$ cat src/rtl/shift_pkg.sv
// Shared definitions for the shift-register sequencer: mode codes, FSM states, count clamp.
package shift_pkg;

  localparam logic [1:0] M_HOLD = 2'b00;
  localparam logic [1:0] M_LOAD = 2'b01;
  localparam logic [1:0] M_SHR  = 2'b10;
  localparam logic [1:0] M_SHL  = 2'b11;

  localparam int unsigned MAX_CNT_DEFAULT = 4;

  typedef enum logic [1:0] {IDLE, LOAD, SHIFT, DONE} state_e;

  function automatic logic [2:0] clamp_cnt(input logic [2:0] cnt, input logic [2:0] max_cnt);
    return (cnt > max_cnt) ? max_cnt : cnt;
  endfunction

endpackage

$ cat src/rtl/shift_cnt_3bit.sv
// Loadable 3-bit down-counter with zero/one flags; saturates at zero.
module shift_cnt_3bit (
  input  logic       i_clk,
  input  logic       i_rst_n,
  input  logic       i_load,
  input  logic       i_dec,
  input  logic [2:0] i_val,
  output logic       o_zero,
  output logic       o_one
);

  logic [2:0] r_cnt;

  always_ff @(posedge i_clk or negedge i_rst_n) begin
    if (!i_rst_n) begin
      r_cnt <= 3'd0;
    end else if (i_load) begin
      r_cnt <= i_val;
    end else if (i_dec && (r_cnt != 3'd0)) begin
      r_cnt <= r_cnt - 3'd1;
    end
  end

  assign o_zero = (r_cnt == 3'd0);
  assign o_one  = (r_cnt == 3'd1);

endmodule

$ cat src/rtl/shift_seq_ctrl.sv
// Command sequencer for shift_reg_4bit: load, N shifts, done pulse; all outputs registered.
// Define SHIFT_SEQ_ROTATE_EN to feed q_in[0] back into si on right shifts (rotate).
module shift_seq_ctrl
  import shift_pkg::*;
#(
  parameter int unsigned MAX_CNT = MAX_CNT_DEFAULT
) (
  input  logic       clk,
  input  logic       reset,
  input  logic       start,
  input  logic [3:0] word,
  input  logic       dir,
  input  logic [2:0] count,
  input  logic       ser_in,
  input  logic [3:0] q_in,
  output logic [1:0] M,
  output logic [3:0] D,
  output logic       si,
  output logic       busy,
  output logic       done
);

  localparam logic [2:0] MaxCntW = 3'(MAX_CNT);

  state_e     r_state;
  state_e     w_state_d;
  logic [3:0] r_word;
  logic       r_dir;
  logic [3:0] w_word_d;
  logic       w_dir_d;
  logic       w_accept;
  logic       w_cnt_zero;
  logic       w_cnt_one;
  logic       w_si_src;
  logic [1:0] w_m_d;
  logic [3:0] w_d_d;
  logic       w_si_d;
  logic       w_busy_d;
  logic       w_done_d;

  assign w_accept = (r_state == IDLE) && start;
  assign w_word_d = w_accept ? word : r_word;
  assign w_dir_d  = w_accept ? dir : r_dir;

  shift_cnt_3bit u_cnt (
    .i_clk   (clk),
    .i_rst_n (reset),
    .i_load  (w_accept),
    .i_dec   (r_state == SHIFT),
    .i_val   (clamp_cnt(count, MaxCntW)),
    .o_zero  (w_cnt_zero),
    .o_one   (w_cnt_one)
  );

`ifdef SHIFT_SEQ_ROTATE_EN
  // si is registered, so predict Q[0] for the coming cycle: the loaded word's LSB
  // after LOAD, otherwise the bit that the current right shift moves into Q[0].
  assign w_si_src = (r_state == LOAD) ? r_word[0] : q_in[1];
  logic w_unused_ser;
  assign w_unused_ser = ser_in;
`else
  assign w_si_src = ser_in;
  logic w_unused_q;
  assign w_unused_q = ^q_in;
`endif

  always_comb begin
    w_state_d = r_state;
    unique case (r_state)
      IDLE:    if (start) w_state_d = LOAD;
      LOAD:    w_state_d = w_cnt_zero ? DONE : SHIFT;
      SHIFT:   if (w_cnt_one) w_state_d = DONE;
      DONE:    w_state_d = IDLE;
      default: w_state_d = IDLE;
    endcase
  end

  // Outputs are decoded from the next state and captured on the same edge as the state.
  always_comb begin
    w_m_d    = M_HOLD;
    w_d_d    = 4'b0000;
    w_si_d   = 1'b0;
    w_busy_d = 1'b0;
    w_done_d = 1'b0;
    unique case (w_state_d)
      IDLE: ;
      LOAD: begin
        w_m_d    = M_LOAD;
        w_d_d    = w_word_d;
        w_busy_d = 1'b1;
      end
      SHIFT: begin
        w_m_d    = w_dir_d ? M_SHL : M_SHR;
        w_si_d   = w_dir_d ? 1'b0 : w_si_src;
        w_busy_d = 1'b1;
      end
      DONE: begin
        w_done_d = 1'b1;
        w_busy_d = 1'b1;
      end
      default: ;
    endcase
  end

  always_ff @(posedge clk or negedge reset) begin
    if (!reset) begin
      r_state <= IDLE;
      r_word  <= 4'b0000;
      r_dir   <= 1'b0;
      M       <= M_HOLD;
      D       <= 4'b0000;
      si      <= 1'b0;
      busy    <= 1'b0;
      done    <= 1'b0;
    end else begin
      r_state <= w_state_d;
      r_word  <= w_word_d;
      r_dir   <= w_dir_d;
      M       <= w_m_d;
      D       <= w_d_d;
      si      <= w_si_d;
      busy    <= w_busy_d;
      done    <= w_done_d;
    end
  end

endmodule
$ cat config.mk
export PLATFORM = sky130hd
export DESIGN_NAME = shift_seq_ctrl
export DESIGN_NICKNAME = d
export VERILOG_FILES = /design/src/rtl/shift_pkg.sv /design/src/rtl/shift_cnt_3bit.sv /design/src/rtl/shift_seq_ctrl.sv
export SDC_FILE = /design/constraint.sdc
export NUM_CORES = 1
export LEC_CHECK = 0
export ABC_AREA = 1
export CAP_MARGIN = 0
export CORE_MARGIN = 2
export CORE_UTILIZATION = 42
export DETAILED_ROUTE_END_ITERATION = 7
export GPL_TIMING_DRIVEN = 0
export PLACE_DENSITY = 0.71
export RECOVER_POWER = 100
export SETUP_SLACK_MARGIN = 0.5
export SYNTH_ARGS = -nofsm -noshare
export SYNTH_HDL_FRONTEND = slang
export SYNTH_HIERARCHICAL = 1
export SYNTH_SLANG_ARGS = --single-unit
export TNS_END_PERCENT = 30
$ cat constraint.sdc
create_clock -name clk -period 1.9 [get_ports clk]
set_clock_uncertainty 0.2 [all_clocks]
set_input_delay 0.19 -clock clk [delete_from_list [all_inputs] [get_ports clk]]
set_output_delay 0.19 -clock clk [all_outputs]
set_load 0.02 [all_outputs]
After elaboration in Yosys (flattened, before gate mapping)
Cells that the tools add are included.
{"block": "totals", "output_inout_bits": 9, "rom_bits": 0, "mem_count": 0, "latchBits": 0, "mem_bits_rw": 0, "elab_cells": 41, "input_bits": 16, "ff_bits": 19}
{"block": "op_classes", "mux": 16, "shift": 0, "multipliers": 0, "eq_ne": 7, "div_mod_pow": 0, "add_sub_neg": 1, "reduce_logical": 7, "magnitude_cmp": 1, "bitwise": 0}
{"op": "$mux W3", "n": 3}
{"op": "$eq A2 B2 Y1 const B", "n": 4}
{"op": "$mux W4", "n": 2}
{"op": "$pmux W2 S4", "n": 1}
{"op": "$mux W1", "n": 7}
{"op": "$eq A2 B1 Y1 const B", "n": 2}
{"op": "$mux W2", "n": 2}
{"op": "$pmux W2 S2", "n": 1}
{"op": "$eq A3 B1 Y1 const B", "n": 1}
{"op": "$gt A3 B3 Y1 const B", "n": 1}
{"op": "$logic_not A3 Y1", "n": 1}
{"op": "$reduce_bool A3 Y1", "n": 1}
{"op": "$reduce_or A3 Y1", "n": 1}
{"op": "$sub A3 B1 Y3 const B", "n": 1}
{"op": "$logic_and A1 B1 Y1", "n": 2}
{"op": "$logic_not A2 Y1", "n": 1}
{"op": "$reduce_bool A2 Y1", "n": 1}

Logic depth before layout (Yosys ltp)
{"block": "depth", "ltp_word": 6, "depth_mapped": 10, "depth_no_buf": 10}

Hierarchy
The synthesis kept the hierarchy.
{"module": "shift_seq_ctrl", "n_inst": 1, "seq_area_each_um2": 400.4, "cells_each": 68, "area_per_inst_um2": 700.7}
{"module": "shift_cnt_3bit", "n_inst": 1, "seq_area_each_um2": 75.1, "cells_each": 35, "area_per_inst_um2": 236.5}

Least setup slack after synthesis
OpenSTA, ideal clock, no wires.
{"block": "synth_path", "kind": "register to register", "startpoint": "register u_cnt.r_cnt[0]", "endpoint": "register M[0]", "stages_incl_launch_ff": 11, "synth_period_minus_slack_ps": 1820, "setup_time_ps": 123, "arrival_time_ps": 1498, "t_required_ps": 1577, "slack_ps": 80, "path_buffers": 0, "cell_sequence": "dfrtp_1 > inv_1 > ha_1 > inv_1 > nor2_1 > a21oi_1 > a21oi_1 > inv_1 > ha_1 > inv_1 > a21oi_1"}
{"block": "synth_between", "elab_chain_len": 5, "word_cells_on_any_way": 8, "cone_classes": "eq/ne (3); mux (4); reduce/logical (1)"}
{"element": "start: declaration", "line_no": "shift_cnt_3bit.sv:12", "text": "logic [2:0] r_cnt;"}
{"element": "start signal: assignment", "line_no": "shift_cnt_3bit.sv:18", "text": "r_cnt <= i_val;"}
{"element": "start signal: assignment", "line_no": "shift_cnt_3bit.sv:20", "text": "r_cnt <= r_cnt - 3'd1;"}
{"element": "$logic_not A3 Y1 *", "line_no": "shift_cnt_3bit.sv:24", "text": "assign o_zero = (r_cnt == 3'd0);"}
{"element": "named net w_cnt_zero", "line_no": "shift_seq_ctrl.sv:32", "text": "logic w_cnt_zero;"}
{"element": "$mux W1 *", "line_no": "shift_seq_ctrl.sv:71", "text": "LOAD: w_state_d = w_cnt_zero ? DONE : SHIFT;"}
{"element": "$pmux W2 S4 *", "line_no": "shift_seq_ctrl.sv:69", "text": "unique case (r_state)"}
{"element": "named net w_state_d[0]", "line_no": "shift_seq_ctrl.sv:26", "text": "state_e w_state_d;"}
{"element": "$eq A2 B2 Y1 or $eq A2 B1 Y1 (tied branches)", "line_no": "shift_seq_ctrl.sv:85", "text": "unique case (w_state_d)"}
{"element": "$pmux W2 S2 *", "line_no": "shift_seq_ctrl.sv:85"}
{"element": "named net w_m_d[0]", "line_no": "shift_seq_ctrl.sv:35", "text": "logic [1:0] w_m_d;"}
{"element": "end signal: assignment", "line_no": "shift_seq_ctrl.sv:119", "text": "M <= w_m_d;"}
{"element": "end: declaration", "line_no": "shift_seq_ctrl.sv:16", "text": "output logic [1:0] M,"}
Mark *: on every way through the listed nets, which the timed path passes. The rest lies on a longest branch.
A chain may end at the register's enable or synchronous reset.

Worst setup path in the final report
{"block": "layout_path", "startpoint": "register u_cnt.r_cnt[0]", "endpoint": "register M[0]"}
{"block": "layout_between", "elab_chain_len": 5, "word_cells_on_any_way": 8, "cone_classes": "eq/ne (3); mux (4); reduce/logical (1)"}
{"element": "$eq A3 B1 Y1 *", "line_no": "shift_cnt_3bit.sv:25", "text": "assign o_one = (r_cnt == 3'd1);"}
{"element": "named net w_cnt_one", "line_no": "shift_seq_ctrl.sv:33", "text": "logic w_cnt_one;"}
{"element": "$mux W2 *", "line_no": "shift_seq_ctrl.sv:72", "text": "SHIFT: if (w_cnt_one) w_state_d = DONE;"}
{"element": "$pmux W2 S4 *", "line_no": "shift_seq_ctrl.sv:69"}
{"element": "named net w_state_d[0]", "line_no": "shift_seq_ctrl.sv:26"}
{"element": "$eq A2 B2 Y1 or $eq A2 B1 Y1 (tied branches)", "line_no": "shift_seq_ctrl.sv:85"}
{"element": "$pmux W2 S2 *", "line_no": "shift_seq_ctrl.sv:85"}
{"element": "named net w_m_d[0]", "line_no": "shift_seq_ctrl.sv:35"}
Marked as above.

==> reports/results.ini <==
[critical_path]
cp-start-kind = flip-flop
cp.arrival_ps = 1910
required_ps = 1940
cp-end-kind = flip-flop
critPathKind = flip-flop to flip-flop
cp_max_fo = 3

[final_layout]
seq_area_um2 = 475
areaGrowthSynthToFinish_pct = 52.6
final_core_util_pct = 65.9
stdcell_count = 166
drive_gt1_share_pct = 33.3
multi_input_area_um2 = 503
final_nets = 167
nFillCells = 186
design_area_um2 = 1430
antenna_cells = 0

[route]
drt_wl_total_mm = 2.12
drtPass1Iterations = 4
ant_nets = 0
drt-initial-drc-count = 8
avgRoutedWirePerCell_um = 12.8
drc_errors = 0
vias = 776
vias_per_cell = 4.67

[global_routing]
met3_usage_pct = 3.51
grt_pass1_vias = 809
gr-max-usage-layer = met2
grt_use_met2_pct = 33.1
grt_max_degree = 20
grtUsageMet1_pct = 18.3
grt_usage_pct = 17.7
overflow = 0
antenna_found_initial = 0
grt_pass1_wl_mm = 3.34

[timing]
clock.fmax_mhz = 534
fin_crit_ps = 1870
fin_crit_sh_pct = 98.5
hold_viol = 0
slew_viol_final = 0
rsz0062_at_grt = true
tightestPinTransition_ps = 831
timing.hold.ws_ps = 218
max-slew-margin-rel_pct = 44.4
setup_violations = 0

[cts]
clockBufferDepth = 2
numClockSinks = 19
h-tree-depth = 1
path_clk_slew_ps = 110
cts_root_buf = clkbuf_4
cts_tree = yes
clk_latency_ps = 300
cts-buffers-inserted = 3
postCtsHoldBufs = 0

[logic_synthesis]
synthTopCellsByArea = dfrtp_1, ha_1, nand2_1
postSynthCellCount = 103
synth-seq-cells = 19
synth_fp_nets = 131
synth_warnings = 6
ys_seq_area_share_pct = 50.7
synth_top_area_share_pct = 50.7
synth_cell_type_count = 15
syn_area_um2 = 937
yosysTopAreaCell = dfrtp_1
postSynthAreaPerCell_um2 = 9.10

[place]
routabilityCongestion = 0.835
port_buffers = 20
numPlacedInstances = 151
place_hpwl_mm = 1.26
place_area_um2 = 1180

[worst_hold_path]
hold_class = input pin to async pin

[floorplan]
initial_core_util_pct = 43.2
dieArea_um2 = 2630
core_um2 = 2170
fp-row-count = 17
die_y_um = 51.2
ios = 25
die_width_um = 51.2

[power]
leakage_nw = 0.693
power_density_nw_per_um2 = 1780
ir_drop_v = 0.00145
totalPowerFinal_mw = 2.55

[flow_run]
drv_cap = 0

[run_status]
status = finished, final reports clean

==> worst paths after layout <==
check / start / end / slack (ps) / cells past startpoint
setup reg to reg: u_cnt/r_cnt[0]$_DFFE_PN0P_ / M[0]$_DFF_PN0_ / 30 / 10
hold reg to reg: r_word[0]$_DFF_PN0_ / r_word[0]$_DFF_PN0_ / 290 / 2
max in group asynchronous: reset / M[1]$_DFF_PN0_ / 770 / 1
min in group clk: word[1] / r_word[1]$_DFF_PN0_ / 240 / 3
hold / removal: reset / r_word[2]$_DFF_PN0_ / 220 / 1
setup / recovery: u_cnt/r_cnt[0]$_DFFE_PN0P_ / M[0]$_DFF_PN0_ / 30 / 10
==> per-layer routing <==
layer  vias to the layer above  part of all wire (%)
li1                        381                     -
met1                       360                    38
met2                        22                    52
met3                        13                   4.6
met4                         0                   5.4
met5                         -                     0
==> cell families (layout without fill, tap and decap cells) <==
logic type,count (synthesis),count (layout),synth area share (%)
DFF,19,19,50.7
buffers and inverters,20,55,8.01
adders and majority gates,12,12,16.0
and+or+nand+nor,41,41,19.0
AOI/OAI and AO/OA,11,11,6.27
==> cells in the mapped netlist (all sizes together) <==
library cell and instances:
nand3 6, nor3b 1, a21oi 7, dfrtp 19
nor2 5, o21ai 4, ha 12, inv 19
nand2 28, and2 1, clkbuf 1
==> through the flow <==
| stage | TNS, ps | worst slack [ps] |
|---|---|---|
| CTS | 0 | 45.9 |
| global route | -295 | -122 |
| global placement | 0 | 27.9 |
| detailed placement | -20.2 | -20.2 |
| finish | 0 | 27.7 |
| floorplan | 0 | 186 |
==> registers in the layout, summed over array words and instances, names as in the netlist <==
signal / count
M: 2
r_dir: 1
r_word: 4
u_cnt/r_cnt: 3
done: 1
si: 1
D: 4
r_state: 2
busy: 1
==> final cells by class <==
type                       instances  share of cell area (%)
multi-input combinational         64                    35.2
sequential                        19                    33.2
timing repair buffer              31                    21.3
inverter                          19                    5.69
tap                               28                    2.45
clock buffer                       4                    1.84
buffer                             1                   0.262
==> worst max-delay path, stage by stage (launching register included) <==
cell and delay, ps:
dfrtp_1 440, buf_6 130, ha_4 110, inv_2 30, nor2_2 80, o21ai_1 90
a21oi_2 240, inv_2 100, ha_4 270, inv_2 30, a21oi_2 90
==> where the power goes <==
part | internal, mW | switching (mW) | total (mW) | leakage, nW
clock network | 0.0820 | 0.127 | 0.209 | 0.0150
logic | 0.771 | 0.881 | 1.65 | 0.439
registers | 0.588 | 0.102 | 0.691 | 0.240
==> repair_timing <==
item | CTS | global route
pin swaps | 5 | 10
setup endpoints to repair | 25 | 27
buffers inserted | 9 | 2
hold endpoints to repair | 0 | 0
resized for setup | 12 | 34
==> layout by cell type (no fill, tap or decap) <==
cell,n
clkbuf_4,3
ha_4,6
clkbuf_1,2
nor3b_2,1
nand3_1,5
buf_6,6
dfrtp_1,19
o21ai_1,2
nand2_4,1
and2_4,1
nor2_1,2
o21ai_0,1
nand3_2,1
o21ai_2,1
nor2_2,2
inv_8,1
inv_4,1
inv_2,10
ha_1,6
dlygate4sd3_1,1
nor2_4,1
nand2_2,3
clkdlybuf4s50_1,19
buf_4,5
nand2_1,24
a21oi_2,3
inv_1,7
a21oi_1,4
Note: power is estimated with default switching activity, not from simulation.
